===== config.mk =====
export PLATFORM = sky130hd
export DESIGN_NAME = lamp_sequence_monitor
export DESIGN_NICKNAME = d
export VERILOG_FILES = /design/src/rtl/lamp_sequence_monitor.sv
export SDC_FILE = /design/constraint.sdc
export NUM_CORES = 1
export LEC_CHECK = 0
export ABC_AREA = 1
export BUFFER_PORTS_ARGS = -buffer_cell sky130_fd_sc_hd__buf_2
export CORE_MARGIN = 2
export CORE_UTILIZATION = 40
export CTS_BUF_LIST = sky130_fd_sc_hd__clkbuf_8
export DETAILED_ROUTE_END_ITERATION = 10
export PLACE_DENSITY = 0.58
export SLEW_MARGIN = 5
export SYNTH_ARGS = -nofsm -noshare
export SYNTH_HDL_FRONTEND = slang
export SYNTH_SLANG_ARGS = --single-unit

===== constraint.sdc =====
create_clock -name CLK_PCB -period 1.55 [get_ports CLK_PCB]
set_input_delay 0.31 -clock CLK_PCB [delete_from_list [all_inputs] [get_ports CLK_PCB]]
set_output_delay 0.31 -clock CLK_PCB [all_outputs]
set_load 0.03 [all_outputs]

===== src/rtl/lamp_sequence_monitor.sv =====
// Receive-side checker for the crossing lamp lines: decodes the five lamp wires
// back into a phase code, filters transition glitches, measures per-phase dwell
// in ms ticks and latches sticky conflict / sequence / short-phase errors.
module lamp_sequence_monitor #(
   parameter int unsigned TICK_DIV      = 50000,
   parameter int unsigned STABLE_CYC    = 4,
   parameter int unsigned MIN_YELLOW_MS = 2000,
   parameter int unsigned MIN_PEDGRN_MS = 5000,
   parameter int unsigned MIN_REDYEL_MS = 1000,
   parameter int unsigned DWELL_W       = 16
) (
   input  logic               CLK_PCB,
   input  logic               nRST_PCB,
   input  logic               ROAD_RED,
   input  logic               ROAD_YELLOW,
   input  logic               ROAD_GREEN,
   input  logic               PED_RED,
   input  logic               PED_GREEN,
   input  logic               CLR_ERR,
   output logic [2:0]         STATE_CODE,
   output logic [DWELL_W-1:0] DWELL_MS,
   output logic               ERR_CONFLICT,
   output logic               ERR_SEQUENCE,
   output logic               ERR_SHORT,
   output logic [3:0]         LED
);

   typedef enum logic [2:0] {
      PH_UNKNOWN    = 3'd0,
      PH_GREEN      = 3'd1,
      PH_YELLOW     = 3'd2,
      PH_RED_PED    = 3'd3,
      PH_RED_YELLOW = 3'd4,
      PH_INVALID    = 3'd7
   } phase_t;

   localparam int unsigned PRE_W = (TICK_DIV > 1) ? $clog2(TICK_DIV) : 1;
   localparam int unsigned CNT_W = $clog2(STABLE_CYC + 1);

   localparam logic [PRE_W-1:0]   PRE_LAST  = PRE_W'(TICK_DIV - 1);
   localparam logic [CNT_W-1:0]   STABLE_N  = CNT_W'(STABLE_CYC);
   localparam logic [CNT_W-1:0]   CNT_ONE   = CNT_W'(1);
   localparam logic [DWELL_W-1:0] MIN_Y     = DWELL_W'(MIN_YELLOW_MS);
   localparam logic [DWELL_W-1:0] MIN_RP    = DWELL_W'(MIN_PEDGRN_MS);
   localparam logic [DWELL_W-1:0] MIN_RY    = DWELL_W'(MIN_REDYEL_MS);

   logic [4:0]         lamps;
   phase_t             phase, phase_nxt, cand, prev_cand;
   logic [CNT_W-1:0]   run_cnt, run_cnt_nxt;
   logic [PRE_W-1:0]   presc;
   logic [DWELL_W-1:0] dwell;
   logic               accept, legal, too_short, conflict_now, tick;
   logic               conflict_q, seq_q, short_q, toggle_q;

   // Register the lamp pins once: {RR, RY, RG, PR, PG}
   always_ff @(posedge CLK_PCB) begin
      if (nRST_PCB) lamps <= '0;
      else          lamps <= {ROAD_RED, ROAD_YELLOW, ROAD_GREEN, PED_RED, PED_GREEN};
   end

   // Decode the registered lamp pattern into a candidate phase
   always_comb begin
      cand = PH_INVALID;
      unique case (lamps)
         5'b00110: cand = PH_GREEN;
         5'b01010: cand = PH_YELLOW;
         5'b10001: cand = PH_RED_PED;
         5'b11010: cand = PH_RED_YELLOW;
         default:  cand = PH_INVALID;
      endcase
   end

   // Glitch filter, order legality and short-dwell check for the next phase
   always_comb begin
      phase_nxt   = phase;
      run_cnt_nxt = '0;
      accept      = 1'b0;
      legal       = 1'b0;
      too_short   = 1'b0;
      if (cand != phase) begin
         // a candidate differing from the previous cycle restarts the run at 1
         if (cand == prev_cand) run_cnt_nxt = run_cnt + CNT_ONE;
         else                   run_cnt_nxt = CNT_ONE;
         if (run_cnt_nxt >= STABLE_N) begin
            accept      = 1'b1;
            phase_nxt   = cand;
            run_cnt_nxt = '0;
         end
      end
      unique case (phase)
         PH_UNKNOWN:    legal = 1'b1;
         PH_GREEN:      legal = (cand == PH_YELLOW);
         PH_YELLOW:     legal = (cand == PH_RED_PED);
         PH_RED_PED:    legal = (cand == PH_RED_YELLOW);
         PH_RED_YELLOW: legal = (cand == PH_GREEN);
         default:       legal = 1'b0;
      endcase
      if (cand == PH_INVALID) legal = 1'b0;
      unique case (phase)
         PH_YELLOW:     too_short = (dwell < MIN_Y);
         PH_RED_PED:    too_short = (dwell < MIN_RP);
         PH_RED_YELLOW: too_short = (dwell < MIN_RY);
         default:       too_short = 1'b0;
      endcase
   end

   // Accepted phase, filter run counter and LED toggle
   always_ff @(posedge CLK_PCB) begin
      if (nRST_PCB) begin
         phase     <= PH_UNKNOWN;
         prev_cand <= PH_UNKNOWN;
         run_cnt   <= '0;
         toggle_q  <= 1'b0;
      end else begin
         phase     <= phase_nxt;
         prev_cand <= cand;
         run_cnt   <= run_cnt_nxt;
         if (accept) toggle_q <= ~toggle_q;
      end
   end

   assign tick = (presc == PRE_LAST);

   // ms prescaler and saturating dwell counter; an accepted change restarts both
   always_ff @(posedge CLK_PCB) begin
      if (nRST_PCB) begin
         presc <= '0;
         dwell <= '0;
      end else if (accept) begin
         presc <= '0;
         dwell <= '0;
      end else begin
         presc <= tick ? '0 : presc + 1'b1;
         if (tick && (dwell != '1)) dwell <= dwell + 1'b1;
      end
   end

   assign conflict_now = lamps[0] & (lamps[2] | lamps[3]);

   // Sticky error flags; a new set wins over a same-cycle clear
   always_ff @(posedge CLK_PCB) begin
      if (nRST_PCB) begin
         conflict_q <= 1'b0;
         seq_q      <= 1'b0;
         short_q    <= 1'b0;
      end else begin
         if (conflict_now)            conflict_q <= 1'b1;
         else if (CLR_ERR)            conflict_q <= 1'b0;
         if (accept && !legal)        seq_q      <= 1'b1;
         else if (CLR_ERR)            seq_q      <= 1'b0;
         if (accept && too_short)     short_q    <= 1'b1;
         else if (CLR_ERR)            short_q    <= 1'b0;
      end
   end

   // conflict bypasses the sticky register so a single-cycle overlap shows at once
   assign ERR_CONFLICT = conflict_q | conflict_now;
   assign ERR_SEQUENCE = seq_q;
   assign ERR_SHORT    = short_q;
   assign STATE_CODE   = phase;
   assign DWELL_MS     = dwell;
   assign LED          = {ERR_CONFLICT, seq_q, short_q, toggle_q};

endmodule


# Word-level counts from Yosys, hierarchy flattened
# Cells that the tools add are included.
# word_totals
in_bits,8
mem_bits_ro,0
word_cells,63
latch_bits,0
ramBits,0
regBits,50
mem_count,0
# classes
muxes,12
shift,0
div_mod_pow,0
n_bitwise,5
n_addsub,3
eq_ne,17
n_reduce_logical,12
n_mul,0
magnitude_cmp,4
# ops
cell,n
$add 16x1->16 const B,2
$eq 16x16->1 const B,1
$lt 16x10->1 const B,1
$lt 16x11->1 const B,1
$lt 16x13->1 const B,1
$ne 16x16->1 const B,1
$eq 3x2->1 const B,4
$pmux 3 s4,1
$eq 5x5->1 const B,2
$eq 3x3->1 const B,3
$mux 1,7
$eq 3x1->1 const B,2
$mux 3,2
$reduce_bool 2->1,3
$reduce_or 3->1,2
$eq 5x3->1 const B,1
$eq 5x4->1 const B,1
$pmux 1 s5,1
$add 3x1->3 const B,1
$eq 3x3->1,1
$ge 3x3->1 const B,1
$logic_and 1x1->1,3
$logic_not 3->1,1
$ne 3x3->1,1
other kinds (7),9

# Longest topological paths before layout
# logic_depth
depth_word,10
mapped_depth,13
mapped_depth_nobuf,13

# Worst setup path before layout
# Ideal clock, no wire load.
# synth_timing
kind,register to register
startpoint,register dwell[0] (netlist: DWELL_MS[0])
endpoint,register dwell[11] (netlist: DWELL_MS[11])
path_stages_with_launch,11
n_path_buf,1
arrival_ps,1782
synth_period_minus_slack_ps,1848
t_required_ps,1484
path_slack_ps,-298
cell_sequence,dfxtp_1 > ha_1 > inv_1 > nor2_2 > nand2_2 > nor4_4 > nor2_4 > inv_4 > buf_6 > nand2_1 > a21oi_2
# synth_between
elab_chain_cells,2
# synth_rtl
element,line_no,text
start: declaration,51,logic [DWELL_W-1:0] dwell;
start signal: assignment,134,if (tick && (dwell != '1)) dwell <= dwell + 1'b1;
"parallel branches: the longest is 2 deep, another holds $add 16x1->16",--,
# Parallel ways; which one is timed is not known.
# A chain may end at the register's enable or synchronous reset.

# Worst setup path after layout
# layout_timing
startpoint,register lamps[3]
endpoint,register presc[7]
# layout_between
elab_chain_cells,9
# layout_rtl
element,line_no,text
start: declaration,47,logic [4:0] lamps;
start signal: assignment,58,"else lamps <= {ROAD_RED, ROAD_YELLOW, ROAD_GREEN, PED_RED, PED_GREEN};"
"$eq 5x5->1, or another cell as far along",64,unique case (lamps)
$pmux 3 s4 (*),64,
$eq 3x3->1,82,if (cand == prev_cand) run_cnt_nxt = run_cnt + CNT_ONE;
$mux 3,82,
$mux 3,80,if (cand != phase) begin
$ge 3x3->1,84,if (run_cnt_nxt >= STABLE_N) begin
$mux 1,84,
$mux 1 (*),80,
$reduce_or 3->1 (no source line) (*),--,
end signal: assignment,133,presc <= tick ? '0 : presc + 1'b1;
end: declaration,50,logic [PRE_W-1:0] presc;
# Every way passes the cells marked *; elsewhere a longest branch is shown, timed or not. The select of a mux whose other input is x is not followed.

==> impl_results.md <==
- Final Net Count: 501
- Max cap viols: 0
- # diodes: 0
- Initial Util: 41.12%
- Crit-path slowest cell: dfxtp_2
- Syn nets: 406
- Yosys warns: 0
- Yosys top cell area share: 33.56%
- Share of layout cells above drive strength 1: 43.79%
- CTS root buffer: clkbuf_8
- TritonCTS clock tree: built
- Antenna-violating nets left: 0
- Clk buf depth: 2
- Post-synthesis sequential area ratio: 33.56%
- Drt via density: 4.715
- Most common cell in the netlist: nand2_1
- Number of port buffers: 33
- Die area: 8164 sq um
- Area delta synth->final: 36.66%
- Final Cycle Share: 107.7%
- Logic pwr share: 15.7%
- Most frequent CP cell: nand3_4
- Via count: 2,782
- Status: finished, violations left
- Pin count of the biggest net entering global routing: 17
- Total global routing overflow: 0
- Vias in the first global route: 2,678
- Asr flop ratio synth: 0%
- DRT Pass-1 Iters: 4
- DR iter-0 viols: 59
- Synthesized area: 2983 sq um
- Rel. slew slack: 51.55%
- Power Density: 612.4 nW/um^2
- Top delay family on crit path: simple AND/OR/NAND/NOR gates
- H-tree depth: 2
- Startpoint Class: register
- Avg Cell Area, Syn: 7.552 sq um
- Failing checks: setup timing
- CTS Sinks: 50
- Routed WL per cell: 11.76 um
- Dpl ws: -144.3 ps
- Clock power share: 30.6%
- FMAX: 0.5993 GHz
- Crit path time final: 1669 ps
- Core area: 7253 sq um
- Die W: 90.36 um
- Unique masters post-synth: 35
- Synth cell count leaders: nand2_1, dfxtp_1, inv_1, nor2_1, xor2_1
- Die height: 90.36 um
- First-pass GRT wire length: 12.01 mm
- Post-synth EDFFs: 0
- Total power: 2.497 mW
- Io pins: 34
- Sequential Power Share: 53.7%
- Row count: 31
- DRT Wirelength: 6.938 mm
- Largest stage delay, worst path: 360 ps
- # DRC: 0
- Area leader, netlist: dfxtp_1
- Min Hold Slack: 187.4 ps
- Synth Flop Type: dfxtp_1
- Clock-pin transition on the worst setup and hold timing paths: 90 ps
- Sum Neg Setup Slack: -3526 ps
- CTS hold repair buffers: 0
- Pleak: 1.729 nW
- Flops & latches, synth: 50
- Req. time, crit path: 1800 ps
- Final Hold Vio Count: 0
- Setup WS post-layout: -118.6 ps
- RSZ-0062 raised after global routing: yes
- Final setup fails: 39
- Syn Inst Count: 395
- Sw Pwr: 0.7177 mW
- Crit end category: register
- Max-slew violations: 0
- Number of antenna violations at the first check in global routing: 0
- Clk_lat worst skew: 310 ps
- Switching share of power: 28.75%
- Setup Skew: 6.086 ps
- WP data arrival: 1920 ps
- Max VDD drop: 0.0003661 V
- Worst Setup Path Type: register to register
- Internal power: 1.779 mW
- Post-DP HPWL: 5.021 mm
- CP cell instances: inv_4 > nor2_4 > nand3_4 > nand2_4 > nand2_2 > nand3_4 > nor2_4 > nand3_4 > nand3_4 > buf_12 > nor2_4
- Actual slew at the worst max-slew pin: 725.9 ps
- Aggregate global-route resource usage: 17.82%
- Worst hold path type: input port to register
- GPL Wtd Cong: 0.8219
- CTS buffer count: 5
- CP max FO: 8
- CP bufs+invs: 2
- Leading cell types by total area after synthesis: dfxtp_1, nand2_1, xor2_1, inv_1, nor2_4
==> registers in the layout, summed over array words and instances, names as in the netlist <==
signal / flops
prev_cand: 3
lamps: 5
ERR_SHORT: 1
ERR_SEQUENCE: 1
run_cnt: 3
conflict_q: 1
DWELL_MS: 16
STATE_CODE: 3
toggle_q: 1
presc: 16
==> worst paths after layout <==
check / slack [ps] / cells after the start / to / start
max: -120 / 11 / presc[7] / lamps[3]
min: 190 / 3 / lamps[0] / PED_GREEN
max reg2reg: -120 / 11 / presc[7] / lamps[3]
min reg2reg: 450 / 1 / run_cnt[0] / run_cnt[0]
==> final cells by class <==
type	count	area, sq um
Tap cell	99	123.9
Inverter	57	224.0
Fill cell	701	3177
Timing Repair Buffer	96	694.4
Clock inverter	3	17.52
Clock buffer	5	68.82
Multi-Input combinational cell	280	1904
Sequential cell	50	1044
==> kinds of logic (layout without fill, tap and decap cells) <==
family | Yosys count | after routing | synth area share [%]
AO/OA/AOI/OAI | 30 | 30 | 6.418
XOR/XNOR | 27 | 27 | 7.928
adder cells (fa/ha/maj) | 3 | 3 | 1.259
buffers and inverters | 68 | 161 | 10.57
flip-flops | 50 | 50 | 33.56
other | 1 | 1 | 0.1257
AND/OR/NAND/NOR | 216 | 219 | 40.14
==> layer usage <==
layer / GRT usage (%) / vias to the layer above / routed length, um
met5: 0 / - / 0
met4: 5.769 / 0 / 85
met3: 2.504 / 5 / 189
met2: 31.39 / 41 / 3513
met1: 22.42 / 1292 / 3149
li1: - / 1444 / -
==> cells in the final DEF, fill, tap and decap left out, types with 4 or more instances in the layout <==
master	netlist	final
nand2_1	85	79
buf_4	4	55
inv_1	48	47
nor2_1	41	35
buf_2	2	33
dfxtp_1	50	30
xor2_1	22	22
a21oi_2	10	20
nand3_1	21	19
nor2_4	16	18
dfxtp_2	0	13
nand4_1	11	11
nand3_4	4	10
nand2_2	6	10
nor3_1	11	10
inv_2	7	8
dfxtp_4	0	7
nand2_4	3	5
xnor2_1	5	5
nor2_2	1	5
clkbuf_8	0	5
buf_6	3	5
o21ai_0	5	4
==> through the flow <==
step	cells	cell area [sq um]	util [%]
after global placement	570	3694	50.92
final	590	4076	56.20
after floorplan	395	3074	-
after detailed placement	570	3694	50.92
after global routing	590	4076	56.20
after CTS	587	3990	55.01
==> worst min-delay path, stage by stage <==
cell and delay, ps:
buf_2 90, inv_1 40, nor2_1 30
==> power groups by stage <==
stage	registers (mW)	logic (mW)	clock network, mW
6_report	1.34	0.392	0.764
5_1_grt	1.35	0.430	0.849
4_1_cts	1.34	0.366	0.797
3_5_place_dp	1.37	0.319	0
3_3_place_gp	1.37	0.315	0
2_1_floorplan	1.38	0.217	0
==> timing repair <==
action	in CTS	in global routing
buffers inserted	7	3
cloned	2	1
resized for setup	28	18
endpoints found under the setup margin	40	42
pin swaps	8	9
Power figures use the tool's default switching activity.
